<file path="src/rtl/nrisc_control_fsm.sv">
// Multi-cycle control unit and instruction register for the 8-bit nRisc core.
// Sequences FETCH/DECODE/EXEC/MEM/WB and drives register bank addresses directly.
module nrisc_control_fsm (
    input  logic       clock,
    input  logic       reset,
    input  logic [7:0] mem_rdata,
    input  logic       mem_ready,
    input  logic       zero,
    output logic       mem_read,
    output logic       mem_write,
    output logic       iord,
    output logic       mdr_write,
    output logic       pc_inc,
    output logic       pc_load,
    output logic [1:0] read1,
    output logic [1:0] read2,
    output logic [1:0] write_reg,
    output logic       reg_write,
    output logic       mem_to_reg,
    output logic [1:0] alu_op,
    output logic       alu_src_imm,
    output logic [7:0] imm,
    output logic [7:0] instr,
    output logic       halted,
    output logic [7:0] retired
);

    typedef enum logic [2:0] {
        ST_FETCH, ST_DECODE, ST_EXEC, ST_MEM, ST_WB, ST_HALT
    } state_t;

    typedef enum logic [2:0] {
        OP_ADD, OP_SUB, OP_AND, OP_ADDI, OP_LW, OP_SW, OP_BEQ, OP_HALT
    } opcode_t;

    state_t     state_q, state_d;
    logic [7:0] instr_q, instr_d;
    logic [7:0] retired_q, retired_d;
    opcode_t    op;
    logic       retire;

    assign op        = opcode_t'(instr_q[7:5]);
    assign instr     = instr_q;
    assign retired   = retired_q;
    assign read1     = instr_q[4:3];
    assign write_reg = instr_q[4:3];
    assign imm       = {{5{instr_q[2]}}, instr_q[2:0]};

    always_ff @(posedge clock or posedge reset) begin
        if (reset) begin
            state_q   <= ST_FETCH;
            instr_q   <= '0;
            retired_q <= '0;
        end else begin
            state_q   <= state_d;
            instr_q   <= instr_d;
            retired_q <= retired_d;
        end
    end

    // Operand/ALU selects depend only on the opcode so they stay stable across EXEC and WB.
    always_comb begin
        alu_op      = 2'b00;
        alu_src_imm = 1'b0;
        read2       = instr_q[2:1];
        case (op)
            OP_SUB:  alu_op = 2'b01;
            OP_AND:  alu_op = 2'b10;
            OP_ADDI: begin
                alu_src_imm = 1'b1;
                read2       = 2'b00;
            end
            OP_BEQ: begin
                alu_op = 2'b01;
                read2  = 2'b00;
            end
            default: ;
        endcase
    end

    always_comb begin
        state_d    = state_q;
        instr_d    = instr_q;
        retired_d  = retired_q;
        retire     = 1'b0;
        mem_read   = 1'b0;
        mem_write  = 1'b0;
        iord       = 1'b0;
        mdr_write  = 1'b0;
        pc_inc     = 1'b0;
        pc_load    = 1'b0;
        reg_write  = 1'b0;
        mem_to_reg = 1'b0;
        halted     = 1'b0;

        case (state_q)
            ST_FETCH: begin
                mem_read = 1'b1;
                if (mem_ready) begin
                    pc_inc  = 1'b1;
                    instr_d = mem_rdata;
                    state_d = ST_DECODE;
                end
            end
            ST_DECODE: begin
                if (op == OP_HALT) begin
                    state_d = ST_HALT;
                    retire  = 1'b1;
                end else begin
                    state_d = ST_EXEC;
                end
            end
            ST_EXEC: begin
                case (op)
                    OP_LW, OP_SW: state_d = ST_MEM;
                    OP_BEQ: begin
                        pc_load = zero;
                        state_d = ST_FETCH;
                        retire  = 1'b1;
                    end
                    default: state_d = ST_WB;
                endcase
            end
            ST_MEM: begin
                iord      = 1'b1;
                mem_read  = (op == OP_LW);
                mem_write = (op == OP_SW);
                if (mem_ready) begin
                    if (op == OP_LW) begin
                        mdr_write = 1'b1;
                        state_d   = ST_WB;
                    end else begin
                        state_d = ST_FETCH;
                        retire  = 1'b1;
                    end
                end
            end
            ST_WB: begin
                reg_write  = 1'b1;
                mem_to_reg = (op == OP_LW);
                state_d    = ST_FETCH;
                retire     = 1'b1;
            end
            ST_HALT: halted = 1'b1;
            default: state_d = ST_FETCH;
        endcase

        if (retire) retired_d = retired_q + 8'd1;

        // Reset parks the state in FETCH; the strobes must still be quiet while it is held.
        if (reset) begin
            mem_read  = 1'b0;
            mem_write = 1'b0;
            mdr_write = 1'b0;
            pc_inc    = 1'b0;
            pc_load   = 1'b0;
            reg_write = 1'b0;
        end
    end

endmodule

</file>
<file path="config.mk">
export PLATFORM = sky130hd
export DESIGN_NAME = nrisc_control_fsm
export DESIGN_NICKNAME = d
export VERILOG_FILES = /design/src/rtl/nrisc_control_fsm.sv
export SDC_FILE = /design/constraint.sdc
export NUM_CORES = 1
export LEC_CHECK = 0
export BUFFER_PORTS_ARGS = -buffer_cell sky130_fd_sc_hd__buf_2
export CORE_MARGIN = 1.5
export CORE_UTILIZATION = 48
export CTS_BUF_LIST = sky130_fd_sc_hd__clkbuf_4 sky130_fd_sc_hd__clkbuf_8
export DETAILED_ROUTE_END_ITERATION = 10
export PLACE_DENSITY = 0.78
export SLEW_MARGIN = 20
export SYNTH_ARGS = -nofsm -noshare
export SYNTH_HDL_FRONTEND = slang
export SYNTH_SLANG_ARGS = --single-unit
</file>
<file path="constraint.sdc">
create_clock -name clock -period 2.06 [get_ports clock]
set_input_delay 0.103 -clock clock [delete_from_list [all_inputs] [get_ports clock]]
set_output_delay 0.103 -clock clock [all_outputs]
set_load 0.005 [all_outputs]
</file>
# Word level (Yosys, flattened, before mapping)
# Cells that the tools add are included.
[word_totals]
in_bits = 12
out_inout_bits = 42
wordCells = 58
regBits = 19
[classes]
n_addsub = 1
n_mux = 33
n_eq_ne = 14
reduce_logical = 6
n_bitwise = 1
[ops]
columns = ["op", "count"]
rows = [
  ["$mux W1", 23],
  ["$eq A3 B3 Y1 const B", 6],
  ["$pmux W3 S5", 1],
  ["$eq A3 B2 Y1 const B", 4],
  ["$mux W3", 4],
  ["$add A8 B1 Y8 const B", 1],
  ["$eq A3 B1 Y1 const B", 2],
  ["$pmux W3 S2", 1],
  ["$reduce_or A2 Y1", 3],
  ["$ne A2 B2 Y1 const B", 2],
  ["$pmux W1 S4", 1],
  ["$pmux W2 S2", 1],
  ["$logic_not A3 Y1", 1],
  ["$reduce_and A3 Y1", 1],
  ["$mux W2", 1],
  ["$pmux W1 S2", 1],
  ["$reduce_and A2 Y1", 1],
  ["$not A1 Y1", 1],
]

# Longest topological paths before layout
# Gate-level depths: netlist of run 1.
[depth]
depth_word = 5
mapped_depth = 5
ltp_nobuf = 4

# Worst setup path before layout of run 1
# Ideal clock, no wire load.
[synth_path]
path_type = "register -> register"
startpoint = "reg instr_q[5] (netlist: instr[5])"
endpoint = "reg retired_q[1] (netlist: retired[1])"
path_stages_with_launch = 5
synth_period_minus_slack_ns = 1.637
required_ns = 1.935
setup_slack_ns = 0.423
n_path_buf = 0
setup_ns = 0.125
arrival_time_ns = 1.512
cell_sequence = "dfrtp_1 > or3b_1 > a211oi_4 > nor2_2 > mux2_4"
[synth_via]
elab_chain_cells = 4
elab_cells_between_ends = 8
classes_between = "eq/ne (3); mux (5)"
[synth_rtl]
columns = ["element", "line_no", "text"]
rows = [
  ["from (decl)", "37", "logic [7:0] instr_q, instr_d;"],
  ["from (signal assigned)", "56", "instr_q <= instr_d;"],
  ["$eq A3 B3 Y1", "129", "if (op == OP_LW) begin"],
  ["$mux W1", "129", ""],
  ["$mux W1", "128", "if (mem_ready) begin"],
  ["$pmux W1 S4 *", "96", "case (state_q)"],
  ["to (signal assigned)", "57", "retired_q <= retired_d;"],
  ["to (decl)", "38", "logic [7:0] retired_q, retired_d;"],
]
# Every way passes the cells marked *; elsewhere a longest branch is shown, timed or not.
# A chain may end at the register's enable or synchronous reset.

# Worst setup path in the final report of run 1
[layout_path]
startpoint = "reg state_q[0]"
endpoint = "out mem_to_reg"
[layout_via]
elab_chain_cells = 2
[layout_rtl]
columns = ["element", "line_no", "text"]
rows = [
  ["from (decl)", "36", "state_t state_q, state_d;"],
  ["from (signal assigned)", "55", "state_q <= state_d;"],
  ["$eq A3 B3 Y1", "96", ""],
  ["$mux W1", "96", ""],
  ["to (decl)", "19", "output logic mem_to_reg,"],
]
# No other way between the ends.

==> summary.md, run 1 <==
| Metric | Value |
|---|---|
| Status | `finished, violations left` |
| Failing checks | `negative hold slack` |
| Pins Over Slew Limit | `0` |
| GR Overflow Total | `0` |
| Share of layout cells above drive strength 1 | `0.494` |
| Post-synthesis xor/xnor area fraction | `0.0515` |
| Slew margin rel. | `0.518` |
| H-tree Lvls | `1` |
| DRC Markers | `0` |
| Pin count of the biggest net entering global routing | `20` |
| Worst-margin pin slew | `0.722 ns` |
| EDFF count, synth | `0` |
| Most frequent cells in the layout | `53 x buf_2, 19 x dfrtp_1, 9 x buf_4` |
| Largest family of logic cells by synthesized area | `simple AND/OR/NAND/NOR gates` |
| DRT Pass-1 Iters | `4` |
| Nets | `178` |
| Final non-filler cell total | `192` |
| Worst endpoint required time | `1.96 ns` |
| Synth-to-Final Area Change | `23.5%` |
| Setup CP Type | `flip-flop to output pin` |
| Std-Cell Rows | `17` |
| Core Area | `0.00228 mm²` |
| Compound-Gate Fraction of Synth Area | `0.151` |
| Critical-path cell list | `buf_4 > or3b_2 > nor4_1 > buf_2` |
| Root buffer cell | `clkbuf_4` |
| GPL Wtd Cong | `0.843` |
| Pwr Total | `2160 µW` |
| Max Cap Viol | `0` |
| Initial antenna violation count | `0` |
| Fmax | `0.502 GHz` |
| CP delay by family, top | `simple AND/OR/NAND/NOR gates` |
| Die H | `52.8 µm` |
| Reg2reg end | `retired[1]` |
| Ys async rst share | `1.00` |
| Post-Route WL | `2810 µm` |
| FF-to-FF setup slack | `0.19 ns` |
| CTS sink cnt | `19` |
| PwrDens | `1470 mW/mm²` |
| DR vias | `1,045` |
| HPWL after detailed placement | `2160 µm` |
| Synthesized area per cell | `10.3 µm²` |
| DRT iter0 DRCs | `13` |
| Ys flop type | `dfrtp_1` |
| Critical Path Sink Type | `output pin` |
| CP bufs+invs | `2` |
| Final Setup Violations | `0` |
| Hold-fix buffers, CTS | `0` |
| Setup ws final | `0.0663 ns` |
| CTS resizes | `0` |
| Worst Path Max Fanout | `11` |
| Flop and latch count out of synthesis | `19` |
| Total CTS buffers | `3` |
| Fin crit period | `1.99 ns` |
| Remaining antenna violation count | `0` |
| Max rail drop VDD | `744 µV` |
| Worst path slowest cell | `dfrtp_1` |
| Clock buffer depth | `2` |
| Hold Fails Final Rpt | `19` |
| Clock Skew | `0.00542 ns` |
| Reg-to-reg startpoint | `state_q[0]` |
| Number of fill cells in the layout | `198` |
| Ant. Diodes | `0` |
| Number of global-route vias before repair | `936` |
| Hold Crit Class | `input port to asynchronous set/reset pin` |
| Num ports | `54` |
| Full die area | `0.00279 mm²` |
| Initial core utilization | `0.523` |
| Gr usage total | `0.204` |
| RSZ-0062 raised after global routing | `no` |
| Synth Cell Area | `0.00119 mm²` |
| Cell count after placement | `188` |
| Setup WS pre-CTS | `0.209 ns` |
| Post-CTS setup buffers | `0` |
| WL/cell | `14.6 µm` |
| Leak | `0.000724 µW` |
| Yosys cell types | `40` |
| Syn Nets | `129` |
| Share of synthesized area spent on multiplexers | `0.0788` |
| Final Cycle Share | `0.968` |
| Setup TNS | `0 ns` |
| Synth warnings | `0` |
| Worst-skew pair later-pin latency | `0.29 ns` |
| Hold Slack | `-0.0245 ns` |
| Worst-path clk slew | `0.11 ns` |
| Sequential fraction of the synthesis area | `0.399` |
| Simple-gate portion of the synthesized area | `0.200` |
| Max incr delay on CP | `0.51 ns` |
| Reg2Reg Depth | `5` |
| Adder-cell area share of the yosys netlist | `0.0105` |
| Worst Path Arrival | `1.89 ns` |
| Number of I/O port buffers | `53` |
| Critical Path Source Type | `flip-flop` |
| Vias per cell | `5.44` |
| TritonCTS clock tree | `built` |
| Chip width | `52.8 µm` |
| Post-synthesis cell count | `116` |
| First-pass GRT wire length | `4190 µm` |
| Worst Setup SP | `state_q[0]` |
| Most common cell after layout, fill and taps aside | `buf_2` |
[worst reg2reg max path: cells and delay by family, from the launching register on]
kind	cells	cell delay, ns
AO/OA/AOI/OAI	1	0.17
buffers and inverters	1	0.21
flip-flops	1	0.51
multiplexers	1	0.31
AND/OR/NAND/NOR	2	0.57
[per-stage QoR]
step | utilization | instance area, µm²
floorplan | - | 1190
global placement | 0.634 | 1440
detailed placement | 0.634 | 1440
CTS | 0.647 | 1470
global route | 0.647 | 1470
finish | 0.647 | 1470
[how the worst max path moves through the flow]
stage / to / slack, ns / depth (start not counted)
floorplan: retired[1] / 0.42 / 4
global placement: retired[1] / 0.27 / 5
detailed placement: retired[1] / 0.21 / 5
CTS: mem_to_reg / 0.09 / 4
global route: mem_to_reg / 0.002 / 4
finish: mem_to_reg / 0.07 / 4
[synth_stat cells (all sizes together), types with 4 or more instances]
cell     number  area share
xnor2         7       0.051
o2111ai       5       0.037
inv           4       0.013
mux2          8       0.079
nand2         5       0.016
clkbuf        4       0.013
dfrtp        19        0.40
buf          14       0.084
[logic make-up after synthesis]
group	Yosys count
buffers and inverters	22
adders and majority gates	1
muxes	8
xor gates and xnor gates	7
AOI/OAI and AO/OA	22
and+or+nand+nor	37
DFF	19
[sequential cells by signal (all words and copies together), names as in the netlist]
register,flops
retired,8
instr,8
state_q,3
[report_power, final]
group	leakage [µW]	total, µW	internal, µW	switching (µW)
clock network	0.0000177	185	72.1	113
registers	0.000236	710	528	182
logic	0.000471	1260	657	604
total	0.000724	2160	1260	899
[per-layer routing]
| metal | up-vias | wire length (µm) | track usage |
|---|---|---|---|
| met4 | 0 | 19 | 0.0684 |
| met5 | - | 0 | 0 |
| li1 | 507 | - | - |
| met2 | 31 | 1460 | 0.367 |
| met1 | 505 | 1200 | 0.252 |
| met3 | 2 | 128 | 0.0229 |
[cell type report]
class / count / area, µm² / share of cell area
well taps: 28 / 35.0 / 0.0238
clock inverters: 1 / 5.00 / 0.00340
clock buffers: 3 / 22.5 / 0.0153
multi-input cells: 75 / 586 / 0.398
flip-flops and latches: 19 / 475 / 0.323
inverters: 4 / 15.0 / 0.0102
repair buffers: 62 / 333 / 0.226
No activity file was read; power rests on OpenSTA's default activity.
==> run 2, diff against run 1 <==
--- a/config.mk
+++ b/config.mk
@@ -11,6 +11,7 @@
 export CTS_BUF_LIST = sky130_fd_sc_hd__clkbuf_4 sky130_fd_sc_hd__clkbuf_8
 export DETAILED_ROUTE_END_ITERATION = 10
 export PLACE_DENSITY = 0.78
+export SETUP_SLACK_MARGIN = 0.4
 export SLEW_MARGIN = 20
 export SYNTH_ARGS = -nofsm -noshare
 export SYNTH_HDL_FRONTEND = slang
==> summary.md, run 2 (synthesis gave the netlist of run 1 again) <==
| Metric | Value |
|---|---|
| Full die area | `0.00279 mm² (unchanged)` |
| Chip width | `52.8 µm (unchanged)` |
| Worst-skew pair later-pin latency | `0.29 ns (about the same)` |
| Core Area | `0.00228 mm² (unchanged)` |
| Number of I/O port buffers | `53 (unchanged)` |
| Std-Cell Rows | `17 (unchanged)` |
| Worst Path Arrival | `1.95 ns (+0.06 ns)` |
| DRT iter0 DRCs | `17 (+4)` |
| Max rail drop VDD | `893 µV (+20%)` |
| Worst-path clk slew | `0.11 ns (about the same)` |
| Max Cap Viol | `0 (unchanged)` |
| GR Overflow Total | `0 (unchanged)` |
| Initial antenna violation count | `0 (unchanged)` |
| Fin crit period | `1.76 ns (-0.230 ns)` |
| Hold Crit Class | `input port to asynchronous set/reset pin` |
| Gr usage total | `0.215 (+0.0110)` |
| CP delay by family, top | `flip-flops` |
| Most frequent cells in the layout | `53 x buf_2, 16 x dfrtp_1, 15 x buf_4` |
| Worst Path Max Fanout | `7 (-4)` |
| Ant. Diodes | `0 (unchanged)` |
| Clock buffer depth | `2 (unchanged)` |
| Slew margin rel. | `0.500 (-0.0183)` |
| Setup TNS | `0 ns (unchanged)` |
| Synth-to-Final Area Change | `50.6%` |
| Initial core utilization | `0.523 (unchanged)` |
| DRT Pass-1 Iters | `4 (unchanged)` |
| Die H | `52.8 µm (unchanged)` |
| Final Setup Violations | `0 (unchanged)` |
| DRC Markers | `0 (unchanged)` |
| Worst path slowest cell | `dfrtp_2` |
| RSZ-0062 raised after global routing | `yes` |
| GPL Wtd Cong | `0.843 (unchanged)` |
| TritonCTS clock tree | `built` |
| Nets | `195 (+9.6%)` |
| CP bufs+invs | `2 (unchanged)` |
| Setup ws final | `0.296 ns (+0.230 ns)` |
| Status | `finished, violations left` |
| Number of global-route vias before repair | `983 (+5.0%)` |
| Max incr delay on CP | `0.44 ns (-0.07 ns)` |
| CTS sink cnt | `19 (unchanged)` |
| Num ports | `54 (unchanged)` |
| Reg2Reg Depth | `6 (+1)` |
| Most common cell after layout, fill and taps aside | `buf_2` |
| Failing checks | `negative hold slack` |
| Critical Path Sink Type | `flip-flop` |
| Worst endpoint required time | `2.25 ns (+0.29 ns)` |
| Critical Path Source Type | `flip-flop` |
| Pins Over Slew Limit | `0 (unchanged)` |
| Hold Slack | `-0.00421 ns (+0.0203 ns)` |
| First-pass GRT wire length | `4410 µm (+5.3%)` |
| WL/cell | `17.0 µm (+17%)` |
| Post-Route WL | `3560 µm (+27%)` |
| Pin count of the biggest net entering global routing | `20 (unchanged)` |
| Leak | `0.000846 µW (+17%)` |
| Worst-margin pin slew | `0.749 ns (+0.0274 ns)` |
| Clock Skew | `0.00743 ns (+0.00201 ns)` |
| Setup WS pre-CTS | `0.209 ns (unchanged)` |
| Root buffer cell | `clkbuf_4` |
| Critical path's most frequent cell | `buf_6` |
| Fmax | `0.567 GHz (+13%)` |
| Total CTS buffers | `3 (unchanged)` |
| Final Cycle Share | `0.856 (-0.112)` |
| Hold-fix buffers, CTS | `0 (unchanged)` |
| HPWL after detailed placement | `2160 µm (unchanged)` |
| H-tree Lvls | `1 (unchanged)` |
| Vias per cell | `5.60 (+2.9%)` |
| DR vias | `1,171 (+12%)` |
| Critical-path cell list | `buf_6 > or3b_4 > a211oi_4 > buf_6 > nor2_4 > mux2_4` |
| PwrDens | `1520 mW/mm² (+4.0%)` |
| Setup CP Type | `flip-flop to flip-flop` |
| Stages on the worst setup path | `6 (+2)` |
| Share of layout cells above drive strength 1 | `0.635 (+0.141)` |
| Remaining antenna violation count | `0 (unchanged)` |
| Hold Fails Final Rpt | `8 (-11)` |
-- run 2: worst reg2reg max path: stages, from the launching register on --
cell,delay (ns)
dfrtp_2,0.44
buf_6,0.13
or3b_4,0.37
a211oi_4,0.21
buf_6,0.18
nor2_4,0.05
mux2_4,0.28
-- run 2: final timing paths --
path / startpoint / end / slack [ns]
worst max-delay path: state_q[0] / retired[1] / 0.30
worst min-delay path: reset / retired[1] / -0.004
worst max register to register: state_q[0] / retired[1] / 0.30
worst min register to register: retired[7] / retired[7] / 0.48
max in group asynchronous: reset / instr[5] / 1.54
min in group clock: mem_rdata[7] / instr[7] / 0.02
-- run 2: timing repair --
item / in CTS / in global routing
endpoints found under the setup margin: 22 / 25
setup buffers: 6 / 10
gates cloned: 0 / 1
endpoints found under the hold margin: 0 / 0
gates resized for setup: 19 / 18
pin swaps: 5 / 9
-- run 2: stage by stage --
step	utilization	instance area, µm²	power, µW	instances	hold slack (ns)
after floorplan	-	1190	1580	116	0.0541
final	0.788	1790	2730	209	-0.00421
after CTS	0.707	1610	2380	198	0.00867
after global routing	0.788	1790	2880	209	0.0355
after global placement	0.634	1440	1940	188	0.312
after detailed placement	0.634	1440	1990	188	0.318
-- run 2: where the power goes --
part / leakage, µW / switching (µW) / internal, µW
Combinational: 0.000596 / 835 / 968
Sequential: 0.000232 / 211 / 533
Clock: 0.0000177 / 113 / 72.0
-- run 2: area by class of cell --
type	count	area, µm²
clock inverters	1	5.00
flip-flops and latches	19	479
clock buffers	3	22.5
well taps	28	35.0
inverters	4	18.8
multi-input cells	75	723
fillers	138	482
repair buffers	79	510
-- run 2: per-layer routing --
metal / track usage / part of all wire
met4: 0.0684 / 0.011
met1: 0.254 / 0.40
met3: 0.0257 / 0.042
met5: 0 / 0
met2: 0.400 / 0.55
==> run 3, diff against run 2 <==
--- a/config.mk
+++ b/config.mk
@@ -5,12 +5,14 @@
 export SDC_FILE = /design/constraint.sdc
 export NUM_CORES = 1
 export LEC_CHECK = 0
+export ABC_AREA = 1
 export BUFFER_PORTS_ARGS = -buffer_cell sky130_fd_sc_hd__buf_2
+export CAP_MARGIN = 30
 export CORE_MARGIN = 1.5
-export CORE_UTILIZATION = 48
+export CORE_UTILIZATION = 49
 export CTS_BUF_LIST = sky130_fd_sc_hd__clkbuf_4 sky130_fd_sc_hd__clkbuf_8
 export DETAILED_ROUTE_END_ITERATION = 10
-export PLACE_DENSITY = 0.78
+export PLACE_DENSITY = 0.79
 export SETUP_SLACK_MARGIN = 0.4
 export SLEW_MARGIN = 20
 export SYNTH_ARGS = -nofsm -noshare
==> summary.md, run 3 <==
| Metric | Value |
|---|---|
| TritonCTS clock tree | `built` |
| Std-Cell Rows | `18 (+1)` |
| Hold Crit Class | `input port to flip-flop` |
| Clock buffer depth | `2 (unchanged)` |
| Area contributors post-synth | `dfrtp_1 38%, nand2_1 10%, buf_4 7.9%` |
| Slew margin rel. | `0.769 (+0.269)` |
| Top-area cell type share of the netlist area | `0.383 (-0.0161)` |
| Sequential fraction of the synthesis area | `0.383 (-0.0161)` |
| Max rail drop VDD | `786 µV (-12%)` |
| Root buffer cell | `clkbuf_4` |
| Simple-gate portion of the synthesized area | `0.349 (+0.149)` |
| Biggest area consumer among synthesized cells | `dfrtp_1` |
| WL/cell | `11.6 µm (-32%)` |
| Max incr delay on CP | `0.44 ns (about the same)` |
| Num ports | `54 (unchanged)` |
| Worst-skew pair later-pin latency | `0.31 ns (+0.02 ns)` |
| Die H | `53.3 µm (+0.98%)` |
| Most frequent cells after synthesis | `34 x nand2_1, 19 x dfrtp_1, 18 x nand3_1, 14 x nor2_1` |
| Critical-path cell list | `inv_4 > nand3_2 > inv_2 > nand2_1 > a21oi_1 > buf_2` |
| Total CTS buffers | `3 (unchanged)` |
| Largest family of logic cells by synthesized area | `simple AND/OR/NAND/NOR gates` |
| Pin count of the biggest net entering global routing | `21 (+5.0%)` |
| Most common cell after layout, fill and taps aside | `buf_2` |
| Chip width | `53.3 µm (+0.98%)` |
| Ys async rst share | `1.00 (unchanged)` |
| Yosys cell types | `28 (-30%)` |
| HPWL after detailed placement | `2030 µm (-6.0%)` |
| Vias per cell | `5.00 (-11%)` |
| Fmax | `0.633 GHz (+12%)` |
| DRT Pass-1 Iters | `4 (unchanged)` |
| Worst Path Max Fanout | `9 (+2)` |
| Top-count cell post-synth | `nand2_1` |
| Ant. Diodes | `0 (unchanged)` |
| Compound-Gate Fraction of Synth Area | `0.0534 (-0.0978)` |
| Fin crit period | `1.58 ns (-0.184 ns)` |
| Adder-cell area share of the yosys netlist | `0.0101 (-0.000424)` |
| Initial core utilization | `0.510 (-0.0131)` |
| Worst-path clk slew | `0.11 ns (about the same)` |
| Hold Startpoint | `mem_rdata[4]` |
| Gr usage total | `0.202 (-0.0131)` |
| Initial antenna violation count | `0 (unchanged)` |
| Synthesized area per cell | `7.76 µm² (-24%)` |
| Critical Path Sink Type | `output pin` |
| First-pass GRT wire length | `4200 µm (-4.9%)` |
| Worst path slowest cell | `dfrtp_1` |
| Setup TNS | `0 ns (unchanged)` |
| Hold Fails Final Rpt | `0 (-8)` |
| Worst Setup SP | `state_q[2]` |
| Max Cap Viol | `0 (unchanged)` |
| Worst Path Arrival | `1.48 ns (-0.47 ns)` |
| Synth-to-Final Area Change | `24.8%` |
| Final non-filler cell total | `239 (+14%)` |
| Final Cycle Share | `0.767 (-0.0892)` |
| Share of layout cells above drive strength 1 | `0.407 (-0.229)` |
| Status | `finished, final reports clean` |
| DRT iter0 DRCs | `23 (+6)` |
| Worst endpoint required time | `1.96 ns (-0.29 ns)` |
| Post-synthesis xor/xnor area fraction | `0.0282 (-0.0232)` |
| DRC Markers | `0 (unchanged)` |
| H-tree Lvls | `1 (unchanged)` |
| Full die area | `0.00284 mm² (+2.0%)` |
| Setup CP Type | `flip-flop to output pin` |
| Number of global-route vias before repair | `977 (-0.61%)` |
| Nets | `223 (+14%)` |
| DR vias | `1,196 (+2.1%)` |
| Pins Over Slew Limit | `0 (unchanged)` |
| Share of synthesized area spent on multiplexers | `0.0272 (-0.0516)` |
| Post-Route WL | `2780 µm (-22%)` |
| Critical Path Source Type | `flip-flop` |
| Flop and latch count out of synthesis | `19 (unchanged)` |
| Cell count after placement | `229 (+22%)` |
| GR Overflow Total | `0 (unchanged)` |
| RSZ-0062 raised after global routing | `yes` |
| CTS sink cnt | `19 (unchanged)` |
| Synth warnings | `0 (unchanged)` |
| GPL Wtd Cong | `0.968 (+15%)` |
| PwrDens | `1290 mW/mm² (-15%)` |
| Ys flop type | `dfrtp_1` |
| Final Setup Violations | `0 (unchanged)` |
| Synth Cell Area | `0.00124 mm² (+4.2%)` |
| Core Area | `0.00243 mm² (+6.9%)` |
| Post-synthesis cell count | `160 (+38%)` |
| Worst-margin pin slew | `0.344 ns (-0.405 ns)` |
| Number of I/O port buffers | `53 (unchanged)` |
| Remaining antenna violation count | `0 (unchanged)` |
| EDFF count, synth | `0 (unchanged)` |
| Clock Skew | `0.0134 ns (+0.00595 ns)` |
| Reg-to-reg startpoint | `state_q[1]` |
| Most frequent cells in the layout | `53 x buf_2, 34 x nand2_1, 17 x nand3_1` |
| Syn Nets | `173 (+34%)` |
| Leak | `0.000870 µW (+2.8%)` |
==> run 3: through the flow <==
step	area (µm²)	power, µW	setup WS (ns)	util	hold slack [ns]
floorplan	1240	1480	0.831	-	0.0596
finish	1550	2000	0.480	0.637	0.00686
detailed placement	1440	1720	0.621	0.591	0.197
global route	1550	2180	0.382	0.637	0.00662
global placement	1440	1690	0.656	0.591	0.192
CTS	1490	1940	0.413	0.614	0.00216
==> run 3: timing repair <==
| action | CTS | global route |
|---|---|---|
| hold endpoints to repair | 19 | 0 |
| setup endpoints to repair | 3 | 6 |
| pin swaps | 0 | 2 |
| hold buffers | 1 | 0 |
| setup buffers | 0 | 5 |
| gates resized for setup | 3 | 7 |
==> run 3: cell families (layout without fill, tap and decap cells) <==
kind of cell | after synthesis | after routing
multiplexers | 3 | 3
adder cells (fa/ha/maj) | 1 | 1
flip-flops | 19 | 19
buffers and inverters | 34 | 83
AO/OA/AOI/OAI | 12 | 12
XOR/XNOR | 4 | 4
AND/OR/NAND/NOR | 87 | 87
==> run 3: worst paths after layout <==
path                              endpoint  slack [ns]  cells past startpoint
worst max-delay path              mem_read        0.48                      6
worst min-delay path              instr[4]       0.007                      2
worst max register to register    instr[0]        0.64                      4
worst min register to register    instr[0]        0.53                      1
max in group asynchronous       state_q[0]        1.41                      4
min in group asynchronous         instr[7]        0.41                      4
==> run 3: where the power goes <==
| group | switching, µW | internal [µW] |
|---|---|---|
| clock network | 125 | 72.5 |
| registers | 211 | 521 |
| logic | 588 | 485 |
| total | 924 | 1080 |
==> run 3: routing by layer <==
metal / part of all wire / vias to the layer above / track usage
li1: - / 600 / -
met1: 0.46 / 550 / 0.265
met2: 0.47 / 44 / 0.327
met3: 0.060 / 2 / 0.0452
met4: 0.0058 / 0 / 0.0641
met5: 0 / - / 0
==> run 3: critical path, delay by kind of cell (launching register included) <==
kind                   cells  cell delay (ns)
AO/OA/AOI/OAI              1             0.15
buffers and inverters      3             0.37
flip-flops                 1             0.44
AND/OR/NAND/NOR            2             0.21
==> run 3: area by class of cell <==
type | count | area [µm²]
Clock buffer | 3 | 22.5
Clock inverter | 1 | 5.00
Fill cell | 218 | 883
Inverter | 19 | 73.8
Multi-Input combinational cell | 107 | 609
Sequential cell | 19 | 480
Tap cell | 30 | 37.5
Timing Repair Buffer | 60 | 320
